`src/rtl/mem_bus_decoder_if.sv`:
```
// mem_bus_decoder_if: picorv32 native memory bus between the CPU (master)
// and the address decoder (slave).
//
// Handshake: the master raises mem_valid with mem_addr/mem_wdata/mem_wstrb
// stable and keeps them there until the slave answers. The slave answers
// each accepted request with exactly one single-cycle mem_ready pulse;
// mem_rdata is meaningful only while mem_ready=1. mem_wstrb=0 is a read,
// any other value is a write with per-byte enables.
interface mem_bus_decoder_if;
    logic        mem_valid;
    logic        mem_ready;
    logic [31:0] mem_addr;
    logic [31:0] mem_wdata;
    logic [3:0]  mem_wstrb;
    logic [31:0] mem_rdata;

    modport master (
        output mem_valid,
        output mem_addr,
        output mem_wdata,
        output mem_wstrb,
        input  mem_ready,
        input  mem_rdata
    );

    modport slave (
        input  mem_valid,
        input  mem_addr,
        input  mem_wdata,
        input  mem_wstrb,
        output mem_ready,
        output mem_rdata
    );
endinterface

```
`src/rtl/mem_bus_decoder.sv`:
```
// mem_bus_decoder: routes picorv32 memory requests to on-chip SRAM or to a
// 256-byte MMIO slot; anything else completes with ERR_WORD and raises a
// sticky bus_err that remembers the first failing address.
//
// Optional build macro BUS_TIMEOUT_EN: when defined, an MMIO access that
// sees no io_ready for TIMEOUT_CYCLES cycles is abandoned and completed as
// an error. When undefined, MMIO accesses wait for io_ready indefinitely.
//
// All outputs are registered. dbg_state exposes the FSM state
// (0 IDLE, 1 SRAM_WAIT, 2 IO_WAIT, 3 RESP).
module mem_bus_decoder #(
    parameter int unsigned SRAM_ADDRWIDTH = 13,
    parameter logic [31:0] IO_BASE        = 32'h1000_0000,
    parameter logic [31:0] ERR_WORD       = 32'hDEAD_BEEF,
    parameter int unsigned TIMEOUT_CYCLES = 16
) (
    input  logic                      clk,
    input  logic                      resetn,
    mem_bus_decoder_if.slave          cpu,
    output logic                      sram_sel,
    output logic [3:0]                sram_wstrb,
    output logic [SRAM_ADDRWIDTH-1:0] sram_addr,
    output logic [31:0]               sram_wdata,
    input  logic                      sram_ready,
    input  logic [31:0]               sram_rdata,
    output logic                      io_sel,
    output logic [3:0]                io_wstrb,
    output logic [7:0]                io_addr,
    output logic [31:0]               io_wdata,
    input  logic                      io_ready,
    input  logic [31:0]               io_rdata,
    output logic                      bus_err,
    output logic [31:0]               err_addr,
    output logic [1:0]                dbg_state
);

    typedef enum logic [1:0] {
        IDLE      = 2'd0,
        SRAM_WAIT = 2'd1,
        IO_WAIT   = 2'd2,
        RESP      = 2'd3
    } state_t;

    state_t state;

    // Unmapped accesses spend two cycles in RESP: the first with mem_ready
    // low, the second with the pulse, so the CPU sees them two clocks after
    // the request is accepted.
    logic err_hold;

    logic sram_hit;
    logic io_hit;

`ifdef BUS_TIMEOUT_EN
    localparam int unsigned CNT_W = $clog2(TIMEOUT_CYCLES) + 1;
    logic [CNT_W-1:0] io_cnt;
`else
    localparam int unsigned unused_timeout_cycles = TIMEOUT_CYCLES;
`endif

    // Address decode of the request currently on the CPU bus.
    assign sram_hit = (cpu.mem_addr[31:SRAM_ADDRWIDTH] == '0);
    assign io_hit   = (cpu.mem_addr[31:8] == IO_BASE[31:8]);

    assign dbg_state = state;

    // Request FSM: decode in IDLE, wait for the selected target, then pulse
    // mem_ready for one cycle in RESP. RESP also soaks up the stale
    // sram_ready that trails a deselect.
    always_ff @(posedge clk) begin
        if (!resetn) begin
            state          <= IDLE;
            err_hold       <= 1'b0;
            cpu.mem_ready  <= 1'b0;
            cpu.mem_rdata  <= '0;
            sram_sel       <= 1'b0;
            sram_wstrb     <= '0;
            sram_addr      <= '0;
            sram_wdata     <= '0;
            io_sel         <= 1'b0;
            io_wstrb       <= '0;
            io_addr        <= '0;
            io_wdata       <= '0;
            bus_err        <= 1'b0;
            err_addr       <= '0;
`ifdef BUS_TIMEOUT_EN
            io_cnt         <= '0;
`endif
        end else begin
            case (state)
                IDLE: begin
                    cpu.mem_ready <= 1'b0;
                    if (cpu.mem_valid) begin
                        if (sram_hit) begin
                            sram_sel   <= 1'b1;
                            sram_addr  <= cpu.mem_addr[SRAM_ADDRWIDTH-1:0];
                            sram_wdata <= cpu.mem_wdata;
                            sram_wstrb <= cpu.mem_wstrb;
                            state      <= SRAM_WAIT;
                        end else if (io_hit) begin
                            io_sel   <= 1'b1;
                            io_addr  <= cpu.mem_addr[7:0];
                            io_wdata <= cpu.mem_wdata;
                            io_wstrb <= cpu.mem_wstrb;
`ifdef BUS_TIMEOUT_EN
                            io_cnt   <= '0;
`endif
                            state    <= IO_WAIT;
                        end else begin
                            cpu.mem_rdata <= ERR_WORD;
                            bus_err       <= 1'b1;
                            if (!bus_err) begin
                                err_addr <= cpu.mem_addr;
                            end
                            err_hold      <= 1'b1;
                            state         <= RESP;
                        end
                    end
                end

                SRAM_WAIT: begin
                    if (sram_ready) begin
                        cpu.mem_rdata <= sram_rdata;
                        cpu.mem_ready <= 1'b1;
                        sram_sel      <= 1'b0;
                        sram_wstrb    <= '0;
                        state         <= RESP;
                    end
                end

                IO_WAIT: begin
                    if (io_ready) begin
                        cpu.mem_rdata <= io_rdata;
                        cpu.mem_ready <= 1'b1;
                        io_sel        <= 1'b0;
                        io_wstrb      <= '0;
                        state         <= RESP;
                    end
`ifdef BUS_TIMEOUT_EN
                    else if (io_cnt == CNT_W'(TIMEOUT_CYCLES - 1)) begin
                        cpu.mem_rdata <= ERR_WORD;
                        cpu.mem_ready <= 1'b1;
                        io_sel        <= 1'b0;
                        io_wstrb      <= '0;
                        bus_err       <= 1'b1;
                        if (!bus_err) begin
                            err_addr <= {IO_BASE[31:8], io_addr};
                        end
                        state         <= RESP;
                    end else begin
                        io_cnt <= io_cnt + 1'b1;
                    end
`endif
                end

                RESP: begin
                    if (err_hold) begin
                        err_hold      <= 1'b0;
                        cpu.mem_ready <= 1'b1;
                    end else begin
                        cpu.mem_ready <= 1'b0;
                        state         <= IDLE;
                    end
                end

                default: begin
                    state <= IDLE;
                end
            endcase
        end
    end

endmodule

```
`src/flat_wrapper.sv`:
```
// flat-port wrapper written by rule: the top's interface ports become plain ports
module mem_bus_decoder_flat 
#(
    parameter int unsigned SRAM_ADDRWIDTH = 13,
    parameter logic [31:0] IO_BASE        = 32'h1000_0000,
    parameter logic [31:0] ERR_WORD       = 32'hDEAD_BEEF,
    parameter int unsigned TIMEOUT_CYCLES = 16
)
  (clk, resetn, sram_sel, sram_wstrb, sram_addr, sram_wdata, sram_ready, sram_rdata, io_sel, io_wstrb, io_addr, io_wdata, io_ready, io_rdata, bus_err, err_addr, dbg_state, cpu_mem_valid, cpu_mem_addr, cpu_mem_wdata, cpu_mem_wstrb, cpu_mem_ready, cpu_mem_rdata);
  mem_bus_decoder_if cpu_i ();
  input  logic clk;
  input  logic resetn;
  output logic sram_sel;
  output logic [3:0] sram_wstrb;
  output logic [SRAM_ADDRWIDTH-1:0] sram_addr;
  output logic [31:0] sram_wdata;
  input  logic sram_ready;
  input  logic [31:0] sram_rdata;
  output logic io_sel;
  output logic [3:0] io_wstrb;
  output logic [7:0] io_addr;
  output logic [31:0] io_wdata;
  input  logic io_ready;
  input  logic [31:0] io_rdata;
  output logic bus_err;
  output logic [31:0] err_addr;
  output logic [1:0] dbg_state;
  input wire logic [$bits(cpu_i.mem_valid)-1:0] cpu_mem_valid;
  input wire logic [$bits(cpu_i.mem_addr)-1:0] cpu_mem_addr;
  input wire logic [$bits(cpu_i.mem_wdata)-1:0] cpu_mem_wdata;
  input wire logic [$bits(cpu_i.mem_wstrb)-1:0] cpu_mem_wstrb;
  output wire logic [$bits(cpu_i.mem_ready)-1:0] cpu_mem_ready;
  output wire logic [$bits(cpu_i.mem_rdata)-1:0] cpu_mem_rdata;
  assign cpu_i.mem_valid = cpu_mem_valid;
  assign cpu_i.mem_addr = cpu_mem_addr;
  assign cpu_i.mem_wdata = cpu_mem_wdata;
  assign cpu_i.mem_wstrb = cpu_mem_wstrb;
  assign cpu_mem_ready = cpu_i.mem_ready;
  assign cpu_mem_rdata = cpu_i.mem_rdata;
  mem_bus_decoder #(.SRAM_ADDRWIDTH(SRAM_ADDRWIDTH), .IO_BASE(IO_BASE), .ERR_WORD(ERR_WORD), .TIMEOUT_CYCLES(TIMEOUT_CYCLES)) u_core (.clk(clk), .resetn(resetn), .cpu(cpu_i), .sram_sel(sram_sel), .sram_wstrb(sram_wstrb), .sram_addr(sram_addr), .sram_wdata(sram_wdata), .sram_ready(sram_ready), .sram_rdata(sram_rdata), .io_sel(io_sel), .io_wstrb(io_wstrb), .io_addr(io_addr), .io_wdata(io_wdata), .io_ready(io_ready), .io_rdata(io_rdata), .bus_err(bus_err), .err_addr(err_addr), .dbg_state(dbg_state));
endmodule
```
`config.mk`:
```
export PLATFORM = sky130hd
export DESIGN_NAME = mem_bus_decoder_flat
export DESIGN_NICKNAME = d
export VERILOG_FILES = /design/src/rtl/mem_bus_decoder_if.sv /design/src/rtl/mem_bus_decoder.sv /design/src/flat_wrapper.sv
export SDC_FILE = /design/constraint.sdc
export NUM_CORES = 1
export LEC_CHECK = 0
export CAP_MARGIN = 30
export CORE_MARGIN = 2
export CORE_UTILIZATION = 40
export CTS_BUF_LIST = sky130_fd_sc_hd__clkbuf_2
export DETAILED_ROUTE_END_ITERATION = 8
export PLACE_DENSITY = 0.77
export SYNTH_ARGS = -nofsm -noshare
export SYNTH_HDL_FRONTEND = slang
export SYNTH_SLANG_ARGS = --single-unit
```
`constraint.sdc`:
```
create_clock -name clk -period 5.1 [get_ports clk]
set_clock_uncertainty 0.15 [all_clocks]
set_input_delay 0.51 -clock clk [delete_from_list [all_inputs] [get_ports clk]]
set_output_delay 0.51 -clock clk [all_outputs]
set_load 0.005 [all_outputs]
```
# Yosys cells after proc, flatten, opt, wreduce, memory -nomap -nowiden
# Cells that the tools add are included.
[word_totals]
regBits = 164
latch_bits = 0
mem_bits_rw = 0
mem_bits_ro = 0
in_bits = 137
out_inout_bits = 163
wordCells = 84
memories = 0
[classes]
n_addsub = 0
n_mul = 0
n_div = 0
order_cmp = 0
n_eq_ne = 12
shifts = 0
mux = 39
n_bitwise = 3
n_reduce_logical = 16
[op_table]
columns = ["cell", "count"]
rows = [
  ["$mux W32", 5],
  ["$pmux W32 S3", 1],
  ["$mux W4", 7],
  ["$eq A24 B21 Y1 const B", 1],
  ["$reduce_and A4 Y1", 5],
  ["$logic_not A19 Y1", 1],
  ["$pmux W4 S2", 2],
  ["$mux W1", 14],
  ["$ne A2 B2 Y1 const B", 6],
  ["$mux W2", 5],
  ["$reduce_and A5 Y1", 2],
  ["$pmux W2 S4", 1],
  ["$pmux W1 S2", 3],
  ["$reduce_and A6 Y1", 1],
  ["$reduce_bool A2 Y1", 3],
  ["$eq A2 B2 Y1 const B", 2],
  ["$ne A2 B1 Y1 const B", 2],
  ["$pmux W1 S4", 1],
  ["$not A1 Y1", 3],
  ["$reduce_and A3 Y1", 1],
  ["$reduce_bool A3 Y1", 1],
  ["$eq A2 B1 Y1 const B", 1],
  ["$logic_not A2 Y1", 1],
  ["$reduce_and A2 Y1", 1],
]

# Logic depth before layout (Yosys ltp)
# Gate-level depths: netlist (run 1).
[logic_depth]
depth_word = 5
depth_mapped = 10
depth_no_buf = 7

# Worst setup path before layout (run 1)
# OpenSTA, ideal clock, no wires.
[synth_timing]
path_type = "input -> register"
start = "input cpu_mem_addr[12]"
end = "register u_core.io_addr[0]"
setup_ns = 0.116
arrival_time_ns = 2.249
required_ns = 4.834
setup_slack_ns = 2.584
path_stages = 7
path_buffers = 2
path_cell_list = "or4_4 -> or3b_4 -> or4_1 -> buf_2 -> buf_6 -> nand2_1 -> a21boi_1"
[synth_between]
elab_chain_cells = 2
[synth_lines]
columns = ["element", "line", "source"]
rows = [
  ["start: declaration", "flat_wrapper.sv:29", "input wire logic [$bits(cpu_i.mem_addr)-1:0] cpu_mem_addr;"],
  ["$eq A24 B21 Y1", "mem_bus_decoder.sv:63", "assign io_hit = (cpu.mem_addr[31:8] == IO_BASE[31:8]);"],
  ["$reduce_and A4 Y1 (no line)", "--", ""],
  ["end signal: assignment", "mem_bus_decoder.sv:102", "io_addr <= cpu.mem_addr[7:0];"],
  ["end: declaration", "mem_bus_decoder.sv:28", "output logic [7:0] io_addr,"],
]
# No other way between the ends.
# A chain may end at the register's enable or synchronous reset.

# Final worst setup path (run 1)
[layout_timing]
start = "register u_core.state[0] (netlist: u_core.dbg_state[0])"
end = "register u_core.err_addr[29]"
[layout_between]
elab_chain_cells = 2
[layout_lines]
columns = ["element", "line", "source"]
rows = [
  ["start: declaration", "mem_bus_decoder.sv:44", "state_t state;"],
  ["start signal: assignment", "mem_bus_decoder.sv:72", "state <= IDLE;"],
  ["start signal: assignment", "mem_bus_decoder.sv:99", "state <= SRAM_WAIT;"],
  ["start signal: assignment", "mem_bus_decoder.sv:108", "state <= IO_WAIT;"],
  ["$logic_not A2 Y1", "mem_bus_decoder.sv:90", "case (state)"],
  ["$reduce_and A5 Y1 (no line)", "--", ""],
  ["end signal: assignment", "mem_bus_decoder.sv:113", "err_addr <= cpu.mem_addr;"],
  ["end: declaration", "mem_bus_decoder.sv:33", "output logic [31:0] err_addr,"],
]
# No other way between the ends.

==> results of run 1 <==
-- layer usage --
layer | GRT usage [%] | up-vias
li1 | - | 3283
met1 | 27.75 | 3030
met2 | 36.66 | 201
met3 | 7.508 | 38
met4 | 8.565 | 0
met5 | 0 | -
-- worst reg2reg max path, delay by kind of cell, from the launching register on --
kind | cells | cell delay, ns
compound gates | 2 | 0.77
fa+ha+maj | 1 | 0.39
buf+inv | 2 | 0.35
flops | 1 | 0.42
simple gates | 3 | 0.63
-- cell usage after synthesis, types with 2 or more instances --
cell type / instances / area, um2
o2bb2ai_1: 4 / 35.03
buf_2: 15 / 75.07
nor3_1: 3 / 15.01
a21boi_0: 100 / 750.7
dfxtp_1: 164 / 3283
a21oi_1: 2 / 10.01
a22oi_1: 32 / 240.2
nand2b_1: 2 / 12.51
nor2_1: 9 / 33.78
nand2_1: 242 / 908.4
buf_6: 4 / 45.04
or3_1: 8 / 50.05
clkbuf_1: 49 / 183.9
nand3_1: 4 / 20.02
nor4_1: 5 / 31.28
ha_1: 5 / 62.56
o21a_1: 5 / 37.54
a22o_1: 4 / 35.03
a21boi_1: 51 / 382.9
o21ai_0: 38 / 190.2
nor2b_1: 3 / 18.77
or4_1: 3 / 22.52
inv_1: 6 / 22.52
and4_1: 3 / 26.28
a211o_1: 24 / 210.2
-- power breakdown --
part	internal [mW]	total, mW	leakage [nW]	switching [mW]
Sequential	1.45	1.53	1.33	0.0844
Combinational	0.731	1.43	2.04	0.698
Clock	0.174	0.614	0.130	0.440
Total	2.35	3.57	3.50	1.22
-- flip-flops by register name, indices dropped and copies added (netlist names), 2 cells and up --
register and flops:
u_core.io_wstrb 4, u_core.sram_addr 13, u_core.io_addr 8, u_core.cpu.mem_rdata 32, u_core.sram_wdata 32, u_core.err_addr 32
u_core.sram_wstrb 4, u_core.io_wdata 32, u_core.dbg_state 2
-- worst min-delay path by stage --
stage	from	end	slack (ns)	cells after the start
floorplan	u_core.io_wstrb[2]	u_core.io_wstrb[2]	0.30	2
global placement	u_core.io_wdata[19]	u_core.io_wdata[19]	0.29	2
finish	cpu_mem_wdata[4]	u_core.io_wdata[4]	0.20	3
global route	cpu_mem_wdata[3]	u_core.io_wdata[3]	0.09	3
detailed placement	u_core.io_wdata[10]	u_core.io_wdata[10]	0.29	2
CTS	cpu_mem_wdata[4]	u_core.io_wdata[4]	0.12	3
-- metrics by stage --
step	power [mW]	area (um2)	instances	utilization, %	setup slack, ns
after global placement	2.962	9932	1264	59.47	1.768
after detailed placement	2.993	9967	1266	59.68	1.734
after floorplan	2.338	6877	803	-	2.584
after CTS	3.613	10150	1295	60.79	2.289
final	3.574	10150	1296	60.80	2.308
after global routing	3.827	10150	1296	60.80	1.988
-- final cells by class --
| class | count | area [um2] | area share [%] |
|---|---|---|---|
| multi-input combinational | 565 | 3286 | 32.36 |
| sequential | 164 | 3283 | 32.33 |
| timing repair buffer | 311 | 3100 | 30.53 |
| tap | 220 | 275.3 | 2.711 |
| clock buffer | 20 | 100.1 | 0.9857 |
| clock inverter | 9 | 85.08 | 0.8379 |
| inverter | 6 | 22.52 | 0.2218 |
| antenna | 1 | 2.502 | 0.02464 |
-- cells in the final DEF (no fill, tap or decap), types with 4 or more instances in the layout --
master and n:
o2bb2ai_1 4, nor4_1 5, a22o_1 4, nor2_1 9, buf_4 11, o21ai_0 38, ha_1 5, a211o_1 24
nand2_1 242, a21boi_1 51, dfxtp_1 164, clkinv_2 4, inv_1 6, clkbuf_2 20, clkdlybuf4s50_1 298, a21boi_0 100
a22oi_1 32, o21a_1 5, or3_1 8
-- logic make-up after synthesis --
kind of cell | synth area share [%]
adders and majority gates | 0.9098
DFF | 47.74
buffers and inverters | 4.749
and+or+nand+nor | 17.94
AOI/OAI and AO/OA | 28.66
==> results_dict.tcl, run 1 <==
set metrics [dict create \
    clk_pin_slew_ns 0.23 \
    ys_warn_count 0 \
    path_cells "inv_1 -> ha_1 -> nand2_1 -> nor2_1 -> o31a_1 -> buf_8 -> nand2_1 -> a21boi_0" \
    syn_to_final_growth_pct 47.67 \
    io_buffers 299 \
    slew_headroom_pct 37.65 \
    async_flop_share_pct 0 \
    drt_wl_total_mm 20.78 \
    yosysUniqueCellTypes 43 \
    clk_path_buf_depth 2 \
    cts_buffers 17 \
    cts.root.buffer_cell "clkbuf_2" \
    start_util_pct 41.17 \
    drt_iter0_drc 321 \
    syn_avg_cell_area_um2 8.564 \
    postRouteAntennaNets 0 \
    cp_slowest_stage_delay_ns 0.61 \
    worstSetupEndpointType "register" \
    synth_edf_count 0 \
    startpoint "u_core.dbg_state[0]" \
    worstPathBufferInverterCount 2 \
    path_depth 8 \
    crit_path_start_kind "register" \
    post_cts_buffers 0 \
    cts_tree "yes" \
    crit_arrival_ns 3.26 \
    cts_num_sinks 164 \
    drcViolationCount 0 \
    place_congestion 0.7963 \
    syn-num-nets 945 \
    synth-seq-cells 164 \
    groute.usage.overall_pct 22.54 \
    rsz0062_at_grt "false" \
    wl_per_cell_um 16.04 \
    regToRegEndpoint "u_core.err_addr[29]" \
    cp_max_fo 18 \
    fp.dieH_um 135.1 \
    worst_slew_pin_slew_ns 0.9353 \
    dieArea_um2 18260 \
    drive_gt1_share_pct 4.651 \
    maxUsedRoutingLayer "met4" \
    dr.pass1.iters 5 \
    r2r-start "u_core.dbg_state[0]" \
    route.met3.wl_mm 1.390 \
    wl_met2_mm 9.946 \
    drv_cap 0 \
    min_period_ns 2.792 \
    grt_remaining_overflow 0 \
    cp.required_ns 5.57 \
    nNetsFinal 1207 \
    fill_cells 1532 \
    num_rows 47 \
    ys_seq_area_share_pct 47.74 \
    setup-violations-final 0 \
    grt_max_degree 101 \
    pin_count 300 \
    drv_slew 0 \
    drt-met1-wl_mm 8.764 \
    grt_pass1_wl_mm 32.66 \
    r2r_setup_slack_ns 2.31 \
    crit_type "reg2reg" \
    status "finished, final reports clean" \
    die_w_um 135.1 \
    worstRegToRegCells 8 \
    ir_worst_vdd_mv 0.2750 \
    synth_area_um2 6877 \
    hold_path.class "in2reg" \
    critPathCapture "u_core.err_addr[29]" \
    fmax_mhz 358.1 \
    cts_hold_buffers 0 \
    hpwl_mm 14.74 \
    finalCritPeriodShare_pct 54.75 \
    clk_latency_ns 0.69 \
    cts_resized 0 \
    crit_slowest_cell "o31a_1" \
    antenna_found_initial 1 \
    p_leak_nw 3.502 \
    h-tree-depth 4 \
    syn_inst 803 \
    hold_violations 0 \
    worst_path_most_repeated_cell "nand2_1" \
    first_global_vias 6274 \
    via_count 6552 \
    finalHoldWorstSlack_ns 0.2002 \
    final.setup.tns_ns 0 \
    cp_top_family "compound AO/OA/AOI/OAI gates" \
    core_area_um2 16700 \
    p_per_area_nw_per_um2 352.0 \
    synthFlopType "dfxtp_1" \
    vias_per_cell 5.056 \
]
Power figures use the tool's default switching activity.
==> run 2: changes to the inputs <==
Settings changed: CORE_UTILIZATION 40 to 39, PLACE_DENSITY 0.77 to 0.78.
Clock period 5.1 ns to 2.35 ns, I/O delays scaled along.
==> run 2 against run 1 <==
  * The run now ends with negative setup slack left
  * Core utilization rose by 3.9 points
  * Worst setup slack got worse by 2.4 ns
  * Count of clock-buffer cells in the layout is 2 lower
  * Combinational power is 140% higher
  * Die area up 2.5%
  * Critical endpoint is now u_core.err_addr[14]
  * Highest routed layer unchanged
  * Power grew 130%
  * Final area is 10% higher
  * Worst hold slack worse by 0.12 ns
  * Cell count grew 7.6%
  * Sequential cell count unchanged
  * Clock power increased by 140%
  * Largest power group is now combinational logic
  * Non-clock buffer count is 91 higher
==> results_dict.tcl, run 2 (synthesis results as in run 1) <==
set metrics [dict create \
    violations "negative setup slack" \
    grt_max_degree 92 \
    pin_count 300 \
    path_cells "dlygate4sd3_1 -> clkdlybuf4s50_1 -> nor4_2 -> buf_4 -> nand4_1 -> buf_6 -> o31ai_4 -> buf_12 -> nand2_1 -> a21boi_0" \
    hpwl_mm 15.04 \
    cts.root.buffer_cell "clkbuf_2" \
    cp_slowest_stage_delay_ns 0.54 \
    clk_pin_slew_ns 0.22 \
    crit_slowest_cell "dlygate4sd3_1" \
    via_count 7058 \
    multi_input_comb_area_um2 3327 \
    core_area_um2 17300 \
    seq_area_um2 3286 \
    cp.required_ns 2.82 \
    drt_iter0_drc 344 \
    vias_per_cell 5.059 \
    hold_violations 0 \
    cts_num_sinks 164 \
    total_power_mw 8.283 \
    wl_per_cell_um 16.11 \
    h-tree-depth 4 \
    die_w_um 136.8 \
    placed_area_um2 10260 \
    worstSetupEndpointType "register" \
    clk_path_buf_depth 2 \
    mostFrequentLayoutCell "clkdlybuf4s50_1" \
    status "finished with violations" \
    io_buffers 299 \
    crit_arrival_ns 2.87 \
    antenna_found_initial 1 \
    final_area_um2 11190 \
    ir_worst_vdd_mv 0.5248 \
    postRouteAntennaNets 0 \
    place_congestion 0.8085 \
    drcViolationCount 0 \
    slew_headroom_pct 63.71 \
    grt_pass1_wl_mm 34.36 \
    final.setup.tns_ns -0.1488 \
    p_per_area_nw_per_um2 740.3 \
    cp_max_fo 26 \
    finalCritPeriodShare_pct 102.0 \
    final_util_pct 64.69 \
    groute.usage.overall_pct 23.24 \
    syn_to_final_growth_pct 62.72 \
    first_global_vias 6678 \
    grt_remaining_overflow 0 \
    fmax_mhz 417.1 \
    fin_cells 1395 \
    clk_latency_ns 0.70 \
    drv_slew 0 \
    p_leak_nw 3.957 \
    cp_top_family "buffers and inverters" \
    min_period_ns 2.398 \
    drt_wl_total_mm 22.48 \
    start_util_pct 39.76 \
    crit_type "in2reg" \
    nNetsFinal 1298 \
    fill_cells 1419 \
    dr.pass1.iters 6 \
    drive_gt1_share_pct 7.528 \
    cts_tree "yes" \
    drv_cap 0 \
    hold_path.class "in2reg" \
    worstPathBufferInverterCount 5 \
    dpl_worst_slack_ns -0.4238 \
    worst_slew_pin_slew_ns 0.5433 \
    final_cell_mix "clkdlybuf4s50_1, nand2_1, dfxtp_1, a21boi_0, dlygate4sd3_1" \
    dieArea_um2 18710 \
    setup-violations-final 18 \
    cts_buffers 17 \
    finalHoldWorstSlack_ns 0.08207 \
    setup_ws_ns -0.04778 \
    num_rows 48 \
    fp.dieH_um 136.8 \
    crit_path_start_kind "primary input" \
    dp.cells 1297 \
]
run 2: changes by cell type in the layout (fill, tap and decap cells not counted), moves of 2 or more:
cell / before / now
dlygate4sd3_1: 0 / 64
buf_4: 11 / 29
buf_12: 1 / 9
clkinv_1: 0 / 3
buf_6: 0 / 2
clkbuf_2: 20 / 18
clkinv_4: 3 / 1
dfxtp_1: 164 / 162
dfxtp_2: 0 / 2
inv_6: 1 / 3
nor4_1: 5 / 3
nor4_2: 0 / 2
run 2: worst paths after layout:
path | slack, ns | end | start | cells past startpoint
worst max-delay path | -0.05 | u_core.err_addr[14] | cpu_mem_addr[13] | 10
worst min-delay path | 0.08 | u_core.err_addr[17] | cpu_mem_addr[17] | 4
worst max register to register | 0.21 | u_core.err_addr[14] | u_core.dbg_state[1] | 9
worst min register to register | 0.31 | u_core.io_addr[5] | u_core.io_addr[5] | 2
run 2: metal layers:
metal  wire (um)  GRT usage [%]  vias up  share of wire, %
met5           0              0        -                 0
met4         599          8.133        0               2.7
met3        1652          7.741       45               7.4
met2       11150          39.78      228                50
met1        9076          27.18     3317                40
li1            -              -     3468                 -
run 2: layout make-up:
class / count / area share [%]
diodes: 1 / 0.02236
clock buffers: 18 / 0.8051
clock inverters: 14 / 1.196
inverters: 6 / 0.2013
multi-input cells: 565 / 29.73
flip-flops and latches: 164 / 29.36
well taps: 225 / 2.516
repair buffers: 402 / 36.16
run 2: power breakdown:
part,switching (mW),internal (mW)
Clock,1.01,0.486
Combinational,1.63,1.83
Sequential,0.176,3.14
Total,2.82,5.46
run 2: worst min-delay path: cells and delay by family:
family	cells	cell delay, ns
buffers and inverters	2	0.57
AO/OA/AOI/OAI	1	0.07
AND/OR/NAND/NOR	1	0.04
run 2: what timing repair did:
| action | in CTS | in global routing |
|---|---|---|
| gates resized for setup | 0 | 16 |
| hold buffers | 63 | 1 |
| hold endpoints to repair | 164 | 1 |
| setup buffers | 0 | 1 |
| setup endpoints to repair | 0 | 78 |
==> run 3: changes to the inputs <==
Settings changed: CORE_UTILIZATION 39 to 40, PLACE_DENSITY 0.78 to 0.77.
Clock period 2.35 ns to 2.3 ns, I/O delays scaled along.
==> run 3 against run 2 <==
  * The run now ends clean
  * Non-clock buffer count shrank 3
  * Die area shrank 2.4%
  * Combinational power up 1%
  * Worst setup slack improved by 0.13 ns
  * Clock power grew 23%
  * Power grew 5.7%
  * Sequential cell count unchanged
  * Register-to-register slack got worse by 0.04 ns
  * Sequential share of layout area is essentially flat
  * First-iteration DRC count grew 0.87%
  * Critical path type unchanged
  * Critical endpoint is now u_core.io_wstrb[2]
  * Largest cell class unchanged
  * Highest routed layer unchanged
==> results_dict.tcl, run 3 (synthesis results as in run 1) <==
set metrics [dict create \
    cp_max_fo 7 \
    antenna_found_initial 1 \
    io_buffers 299 \
    postRouteAntennaNets 0 \
    mostFrequentLayoutCell "clkdlybuf4s50_1" \
    wl_per_cell_um 16.26 \
    drt_iter0_drc 347 \
    cp.required_ns 2.74 \
    grt_remaining_overflow 0 \
    cts.root.buffer_cell "clkbuf_2" \
    worst_slew_pin_slew_ns 0.4430 \
    finalHoldWorstSlack_ns 0.07376 \
    drv_cap 0 \
    total_power_mw 8.758 \
    crit_path_start_kind "primary input" \
    vias_per_cell 5.061 \
    slew_headroom_pct 70.46 \
    p_per_area_nw_per_um2 781.7 \
    groute.usage.overall_pct 23.94 \
    worstSetupEndpointType "register" \
    crit_arrival_ns 2.65 \
    syn_to_final_growth_pct 62.92 \
    cts_buffers 17 \
    num_rows 47 \
    finalCritPeriodShare_pct 96.24 \
    min_period_ns 2.214 \
    p_leak_nw 3.962 \
    drt_wl_total_mm 22.56 \
    clk_path_buf_depth 2 \
    drcViolationCount 0 \
    drive_gt1_share_pct 7.118 \
    fmax_mhz 451.7 \
    setup-violations-final 0 \
    cts_tree "yes" \
    nNetsFinal 1295 \
    clk_latency_ns 0.69 \
    hold_path.class "in2reg" \
    dieArea_um2 18260 \
    start_util_pct 41.17 \
    cts_num_sinks 164 \
    r2r_setup_slack_ns 0.17 \
    hpwl_mm 15.10 \
    crit_type "in2reg" \
    dpl_worst_slack_ns -0.4962 \
    fp.dieH_um 135.1 \
    die_w_um 135.1 \
    grt_max_degree 87 \
    status "finished, final reports clean" \
    via_count 7019 \
    hold_violations 0 \
    rsz0062_at_grt "false" \
    core_area_um2 16700 \
    grt_pass1_wl_mm 35.06 \
    final.setup.tns_ns 0 \
    final_cell_mix "clkdlybuf4s50_1, nand2_1, dfxtp_1, a21boi_0, dlygate4sd3_1" \
    first_global_vias 6823 \
    setup_ws_ns 0.08638 \
    clk_pin_slew_ns 0.21 \
    dr.pass1.iters 5 \
    drv_slew 0 \
    ir_worst_vdd_mv 0.6845 \
    place_congestion 0.8054 \
    pin_count 300 \
    h-tree-depth 4 \
]
==> run 3: worst max-delay path, stage by stage <==
cell and delay (ns):
dlygate4sd3_1 0.54, clkdlybuf4s50_1 0.46, nor4_2 0.23, nand4_1 0.18, buf_4 0.21, o41a_1 0.43, nor3_4 0.27, o2bb2ai_1 0.10
==> run 3: what timing repair did <==
| action | 4_1_cts | 5_1_grt |
|---|---|---|
| gates cloned | 0 | 0 |
| endpoints found under the setup margin | 8 | 34 |
| hold endpoints to repair | 151 | 3 |
| resized for setup | 2 | 11 |
| setup buffers | 0 | 1 |
| hold buffers | 61 | 2 |
| pin swaps | 1 | 1 |
==> run 3: report_power, final <==
part | internal [mW] | leakage [nW] | switching (mW) | total [mW]
combinational | 1.84 | 2.46 | 1.67 | 3.51
clock | 0.825 | 0.173 | 1.02 | 1.85
sequential | 3.21 | 1.33 | 0.185 | 3.40
==> run 3: routing by layer <==
layer | global-route usage, % | vias to the layer above | part of all wire (%)
met3 | 7.395 | 39 | 6.4
met4 | 7.581 | 0 | 2.5
met2 | 41.46 | 203 | 50
li1 | - | 3468 | -
met5 | 0 | - | 0
met1 | 28.35 | 3309 | 41
==> run 3: path summary, 6_finish.rpt <==
check	cells past startpoint	to	from
max	8	u_core.io_wstrb[2]	cpu_mem_addr[19]
min	4	u_core.err_addr[20]	cpu_mem_addr[20]
max reg2reg	8	u_core.cpu.mem_rdata[22]	u_core.dbg_state[0]
min reg2reg	2	u_core.io_wdata[22]	u_core.io_wdata[22]
==> run 3: final cells by class <==
| type | instances | area [um2] |
|---|---|---|
| tap | 220 | 275.3 |
| antenna | 1 | 2.502 |
| sequential | 164 | 3286 |
| timing repair buffer | 399 | 3999 |
| clock inverter | 14 | 205.2 |
| multi-input combinational | 565 | 3323 |
| clock buffer | 18 | 90.09 |
| fill | 1354 | 5498 |
| inverter | 6 | 22.52 |
==> run 3: metrics by stage <==
| step | std cells | area [um2] | util, % |
|---|---|---|---|
| 6_report | 1387 | 11200 | 67.08 |
| 5_1_grt | 1387 | 11200 | 67.08 |
| 4_1_cts | 1383 | 11140 | 66.68 |
| 3_5_place_dp | 1290 | 10230 | 61.24 |
| 3_3_place_gp | 1290 | 10230 | 61.24 |
| 2_1_floorplan | 803 | 6877 | - |
